### src/rtl/qa_drv_umf_rx_narrow.sv
`timescale 1ns/1ps
`default_nettype none
// ============================================================================
// Module   : qa_drv_umf_rx_narrow
// Brief    : Pulls UMF chunks from the host FIFO driver into a small buffer and
//            serializes them LSB-first into OUT_WIDTH pieces on a valid/ready
//            stream, with occupancy and throughput counters.
// Revision : 1.0
// ============================================================================
module qa_drv_umf_rx_narrow #(
    parameter int UMF_WIDTH = 128,
    parameter int OUT_WIDTH = 64,
    parameter int N_ENTRIES = 4
) (
    input  logic                         clk,
    input  logic                         resetb,
    input  logic [UMF_WIDTH-1:0]         rx_data,
    input  logic                         rx_rdy,
    output logic                         rx_enable,
    output logic [OUT_WIDTH-1:0]         out_data,
    output logic                         out_valid,
    input  logic                         out_ready,
    output logic                         out_last_piece,
    output logic [$clog2(N_ENTRIES):0]   occupancy,
    output logic [31:0]                  n_chunks_in,
    output logic [31:0]                  n_pieces_out
);

    localparam int RATIO = UMF_WIDTH / OUT_WIDTH;
    localparam int PW    = (RATIO > 1) ? $clog2(RATIO) : 1;
    localparam int AW    = $clog2(N_ENTRIES);
    localparam int CW    = AW + 1;

    logic [UMF_WIDTH-1:0] r_mem [N_ENTRIES];
    logic [AW-1:0]        r_wr_ptr;
    logic [AW-1:0]        r_rd_ptr;
    logic [PW-1:0]        r_piece_idx;
    logic [CW-1:0]        r_occ;
    logic [31:0]          r_n_chunks;
    logic [31:0]          r_n_pieces;

    logic                 w_full;
    logic                 w_enq;
    logic                 w_valid;
    logic                 w_last;
    logic                 w_xfer;
    logic [UMF_WIDTH-1:0] w_cur;

    // Full is judged on the registered count only, so a same-cycle last-piece
    // dequeue never opens a slot and out_ready never reaches rx_enable.
    assign w_full    = (r_occ == CW'(N_ENTRIES));
    assign w_enq     = resetb && rx_rdy && !w_full;
    assign rx_enable = w_enq;

    assign w_valid   = (r_occ != '0);
    assign w_cur     = r_mem[r_rd_ptr];
    assign w_last    = (r_piece_idx == PW'(RATIO - 1));
    assign w_xfer    = w_valid && out_ready;

    assign out_valid      = w_valid;
    assign out_data       = w_cur[r_piece_idx * OUT_WIDTH +: OUT_WIDTH];
    assign out_last_piece = w_valid && w_last;
    assign occupancy      = r_occ;
    assign n_chunks_in    = r_n_chunks;
    assign n_pieces_out   = r_n_pieces;

    always_ff @(posedge clk) begin
        if (w_enq) begin
            r_mem[r_wr_ptr] <= rx_data;
        end
    end

    always_ff @(posedge clk or negedge resetb) begin
        if (!resetb) begin
            r_wr_ptr    <= '0;
            r_rd_ptr    <= '0;
            r_piece_idx <= '0;
            r_occ       <= '0;
            r_n_chunks  <= '0;
            r_n_pieces  <= '0;
        end else begin
            if (w_enq) begin
                r_wr_ptr   <= r_wr_ptr + 1'b1;
                r_n_chunks <= r_n_chunks + 32'd1;
            end
            if (w_xfer) begin
                r_n_pieces <= r_n_pieces + 32'd1;
                if (w_last) begin
                    r_piece_idx <= '0;
                    r_rd_ptr    <= r_rd_ptr + 1'b1;
                end else begin
                    r_piece_idx <= r_piece_idx + 1'b1;
                end
            end
            case ({w_enq, w_xfer && w_last})
                2'b10:   r_occ <= r_occ + 1'b1;
                2'b01:   r_occ <= r_occ - 1'b1;
                default: r_occ <= r_occ;
            endcase
        end
    end

endmodule
`default_nettype wire

### config.mk
export PLATFORM = sky130hd
export DESIGN_NAME = qa_drv_umf_rx_narrow
export DESIGN_NICKNAME = d
export VERILOG_FILES = /design/src/rtl/qa_drv_umf_rx_narrow.sv
export SDC_FILE = /design/constraint.sdc
export NUM_CORES = 1
export LEC_CHECK = 0
export BUFFER_PORTS_ARGS = -buffer_cell sky130_fd_sc_hd__buf_2
export CAP_MARGIN = 10
export CORE_ASPECT_RATIO = 0.8
export CORE_UTILIZATION = 35
export CTS_CLUSTER_SIZE = 28
export DETAILED_ROUTE_END_ITERATION = 6
export GPL_TIMING_DRIVEN = 0
export PLACE_DENSITY = 0.63
export SLEW_MARGIN = 5
export SYNTH_ARGS = -nofsm -noshare
export SYNTH_HDL_FRONTEND = slang
export SYNTH_SLANG_ARGS = --single-unit
### constraint.sdc
create_clock -name clk -period 8.79 [get_ports clk]
set_input_delay 0.879 -clock clk [delete_from_list [all_inputs] [get_ports clk]]
set_output_delay 0.879 -clock clk [all_outputs]
set_load 0.05 [all_outputs]
# After elaboration in Yosys (flattened, before gate mapping)
# Memories as Yosys holds them, arrays and structs flattened.
# Cells that the tools add are included.
[totals] regBits=72 ramBits=512 inputBits=132 output_inout_bits=134 word_cells=31 mem_count=1
[mem_list] memory="r_mem" depth=4 width=128 rd=1 rd_ports_with_merged_regs=0 wr=1 line="34" source="logic [UMF_WIDTH-1:0] r_mem [N_ENTRIES];"
[classes] n_addsub=7 eq_ne=3 shift=1 muxes=4 n_reduce_logical=9
[ops] cell="$shiftx A128 B8 Y64" count=1
[ops] cell="$add A32 B1 Y32 const B" count=2
[ops] cell="$pmux W3 S2" count=1
[ops] cell="$logic_and A1 B1 Y1" count=5
[ops] cell="$add A2 B1 Y2 const B" count=2
[ops] cell="$add A3 B1 Y3 const B" count=1
[ops] cell="$eq A3 B3 Y1 const B" count=1
[ops] cell="$mux W1" count=3
[ops] cell="$reduce_bool A3 Y1" count=1
[ops] cell="$sub A3 B1 Y3 const B" count=1
[ops] cell="$eq A2 B1 Y1 const B" count=1
[ops] cell="$eq A2 B2 Y1 const B" count=1
[ops] cell="$reduce_and A2 Y1" count=1
[ops] cell="$reduce_bool A2 Y1" count=1
[ops] cell="$add A1 B1 Y1 const B" count=1
[ops] cell="$logic_not A1 Y1" count=1

# Depth between registers and ports, before layout
[depth] word_depth=5 depth_mapped=10 depth_no_buf=9

# Worst setup path before layout
# OpenSTA, ideal clock, no wires.
[synth_path] path_type="input port to flip-flop" startpoint="input resetb" endpoint="memory r_mem[0][0] (enable)" setup_time_ps=502 arrival_ps=4527 required_time_ps=8288 setup_slack_ps=3760 cell_stages=4 n_path_buf=1 cell_sequence="nand2_1 nor2_1 buf_2 and2_1"
[synth_via] elab_chain_cells=4
[synth_lines] item="start: declaration" line="16" source="input logic resetb,"
[synth_lines] item="$logic_and A1 B1 Y1 (2 in series)" line="52" source="assign w_enq = resetb && rx_rdy && !w_full;"
[synth_lines] item="via rx_enable" line="19" source="output logic rx_enable,"
[synth_lines] item="$mux W1" line="68" source="if (w_enq) begin"
[synth_lines] item="$mux W1 (implied by the code)" line="69" source="r_mem[r_wr_ptr] <= rx_data;"
[synth_lines] item="end: declaration" line="34"
# The timed path passes the listed nets, and every way through them passes these cells.

# Final worst setup path
[layout_path] startpoint="register r_piece_idx" endpoint="output out_data[60]"
[layout_via] elab_chain_cells=1
[layout_lines] item="start: declaration" line="37" source="logic [PW-1:0] r_piece_idx;"
[layout_lines] item="start signal: assignment" line="92" source="r_piece_idx <= r_piece_idx + 1'b1;"
[layout_lines] item="$shiftx A128 B8 Y64" line="61" source="assign out_data = w_cur[r_piece_idx * OUT_WIDTH +: OUT_WIDTH];"
[layout_lines] item="end: declaration" line="20" source="output logic [OUT_WIDTH-1:0] out_data,"
# Every way passes these cells.

==> flow_metrics.py <==
metrics = {
    "setup_path": {
        "cpPeakStageDelay_ns": 0.79,
        "endpoint": "out_data[60]",
        "crit_start": "r_piece_idx",
        "critPathKind": "reg -> out",
        "end_kind": "output port",
        "crit_path_top_delay_cell": "buf_1",
        "cp-start-kind": "register",
        "worstPathArrival_ns": 3.31,
        "cp_max_fo": 10,
        "r2r_cells": 8,
        "reg2reg_to": "occupancy[2]",
        "path_cells": "buf_1 > clkbuf_1 > mux2_2 > buf_2",
        "r2r-start": "r_piece_idx",
        "rrSetupSlack_ns": 5.93,
        "cp.required_ns": 7.91,
    },
    "timing": {
        "hold_ws_ns": 0.156,
        "fmax_ghz": 0.239,
        "setup_viol": 0,
        "max-slew-margin-rel": 0.329,
        "drv_slew": 0,
        "tightest_slew_ns": 1.01,
        "clock_skew_ns": 0.0140,
        "hold_viol": 0,
        "rsz0062_at_grt": "no",
        "period_share": 0.477,
        "fin_crit_ns": 4.19,
    },
    "floorplan": {
        "ios": 266,
        "initial_core_util": 0.357,
        "num_rows": 82,
        "dieHeight_um": 229,
        "die_x_um": 285,
        "core-area_sq_um": 63100,
        "fp.dieArea_sq_um": 65300,
    },
    "global_routing": {
        "grt_pass1_vias": 11300,
        "antenna_found_initial": 11,
        "grt_overflow_total": 0,
        "grt.total_usage": 0.145,
        "grt_max_degree": 57,
        "grt_pass1_wl_mm": 71.0,
    },
    "logic_synthesis": {
        "seq_area_frac_synth": 0.764,
        "yosysWarningCount": 0,
        "syn_area_sq_um": 22500,
        "syn_inst": 1024,
        "synth-seq-cells": 584,
        "avgSynthCellArea_sq_um": 22.0,
        "yosys.cell_types.count": 34,
        "syn_nets": 1164,
    },
    "power": {
        "ir_drop_mv": 0.248,
        "p_leak_nw": 9.60,
        "p_per_area_nw_per_um2": 340,
    },
    "placement": {
        "place_congestion": 0.797,
        "dp_hpwl_mm": 30.0,
        "io_buffers": 265,
        "placed_area_sq_um": 25100,
    },
    "job": {
        "drv_cap": 0,
    },
    "clock_network": {
        "cts_root_buf": "clkbuf_16",
        "clkTransAtPathRegs_ns": 0.06,
        "clock_sinks": 584,
        "cts_hold_buf": 0,
        "cts-buffers-inserted": 60,
        "ctsResizeCount": 0,
        "cts_tree": "yes",
        "clockBufferDepth": 3,
        "clk_latency_ns": 0.60,
        "h-tree-depth": 2,
        "cts_setup_buffers": 0,
    },
    "run_status": {
        "status": "complete, no violations",
    },
    "layout": {
        "drive_gt1_frac": 0.414,
        "area_growth_pct": 20.3,
        "stdcell_area_sq_um": 27100,
        "post-route-util": 0.429,
        "nets": 1500,
    },
    "drt": {
        "drcViolationCount": 0,
        "vias": 10700,
        "via_per_inst": 4.77,
        "wl_mm": 47.0,
        "drtPass1Iterations": 5,
        "ant_nets": 0,
        "wl_per_cell_um": 20.9,
        "drtIter0Drc": 514,
    },
    "hold_path": {
        "hold_path.class": "in -> async",
    },
}
[stage by stage]
step | std cells | power [mW] | worst slack (ns) | setup TNS, ns
3_5_place_dp | 2138 | 6.85 | 5.01 | 0
6_report | 2251 | 9.19 | 4.60 | 0
4_1_cts | 2250 | 9.37 | 4.35 | 0
5_1_grt | 2251 | 9.60 | 4.37 | 0
2_1_floorplan | 1024 | 5.98 | 3.76 | 0
3_3_place_gp | 2129 | 6.86 | -0.354 | -157.15
[registers in the layout (all words and copies together), names as in the netlist]
name and count:
n_chunks_in 32, n_pieces_out 32, occupancy 3, r_mem 512, r_piece_idx 1, r_rd_ptr 2
r_wr_ptr 2
[power by group]
group,internal (mW),switching (mW)
clock,1.47,1.02
sequential,3.33,0.104
combinational,1.16,2.11
[how the worst min path moves through the flow]
stage	slack (ns)	endpoint	startpoint
3_5_place_dp	0.46	n_pieces_out[31]	n_pieces_out[31]
3_3_place_gp	0.45	n_chunks_in[31]	n_chunks_in[31]
2_1_floorplan	0.58	n_chunks_in[0]	resetb
6_report	0.16	n_chunks_in[26]	resetb
4_1_cts	0.11	n_chunks_in[10]	resetb
5_1_grt	0.13	n_chunks_in[10]	resetb
[cells in the mapped netlist]
master	n	area, sq um
xor2_1	17	149
edfxtp_1	512	15400
and3_1	17	106
nand2_1	28	105
and2_1	9	56.3
mux4_2	128	2880
fa_1	1	20.0
nor3_4	2	32.5
nor3_2	1	10.0
inv_1	8	30.0
nor2_1	10	37.5
ha_1	7	87.6
nand4_1	8	50.1
buf_4	2	15.0
mux2i_1	1	10.0
nor4b_1	2	17.5
nor3_1	1	5.00
dfrtp_1	72	1800
nor4_1	1	6.26
nor3b_2	1	12.5
or2_2	1	6.26
nand4_2	2	25.0
buf_6	11	124
buf_1	7	26.3
mux2_2	65	732
o31ai_4	1	21.3
clkbuf_1	14	52.6
buf_2	7	35.0
and2_4	1	8.76
nor2b_1	2	12.5
nand3_1	26	130
and4_1	6	52.6
xnor2_1	52	455
o21ai_0	1	5.00
[cell usage in the layout, fill, tap and decap left out, types with 2 or more instances in the layout]
cell        Yosys  layout
buf_6          11      11
clkinvlp_4      0       3
and2_4          1       5
xor2_1         17      17
ha_1            7       7
bufinv_16       0       7
mux4_2        128     128
xnor2_1        52      52
nand2_1        28      28
nand3_1        26      26
mux2_2         65      65
clkinv_2        0      12
clkbuf_1       14      24
buf_2           7     271
nor2b_1         2       2
clkinv_1        0      18
and4_1          6       6
clkbuf_16       0      61
nor2_1         10      10
edfxtp_1      512     512
nor3_4          2       2
nor4b_1         2       2
and2_1          9       5
buf_4           2       3
and3_1         17      17
buf_1           7       7
dfrtp_1        72      72
nand4_1         8       8
inv_1           8       8
nand4_2         2       2
buf_16          0       9
[cell families after synthesis]
logic type               count (synthesis)  share of synthesized area
AO/OA/AOI/OAI                            2                    0.00117
multiplexers                           194                      0.161
buffers and inverters                   49                     0.0126
flip-flops                             584                      0.764
adder cells (fa/ha/maj)                  8                    0.00478
AND/OR/NAND/NOR                        118                     0.0300
XOR/XNOR                                69                     0.0269
[critical path, delay by kind of cell (launching register included)]
family / cells / cell delay (ns)
buffers and inverters: 3 / 1.75
multiplexers: 1 / 0.44
flip-flops: 1 / 0.52
[routing by layer]
layer | vias up | part of all wire | GRT usage
met4 | 18 | 0.020 | 0.0368
met3 | 85 | 0.055 | 0.0391
met1 | 5599 | 0.44 | 0.194
li1 | 4849 | - | -
met5 | - | 0.0025 | 0
met2 | 187 | 0.48 | 0.234
[cell type report]
type                            instances  area [sq um]
Tap cell                              840          1050
Fill cell                            5446         36000
Antenna cell                            1          2.50
Timing Repair Buffer                  274          1580
Clock buffer                           71          1560
Buffer                                 41           253
Multi-Input combinational cell        391          5050
Clock inverter                         41           369
Sequential cell                       584         17200
Inverter                                8          30.0
(Power assumes the default switching activity.)
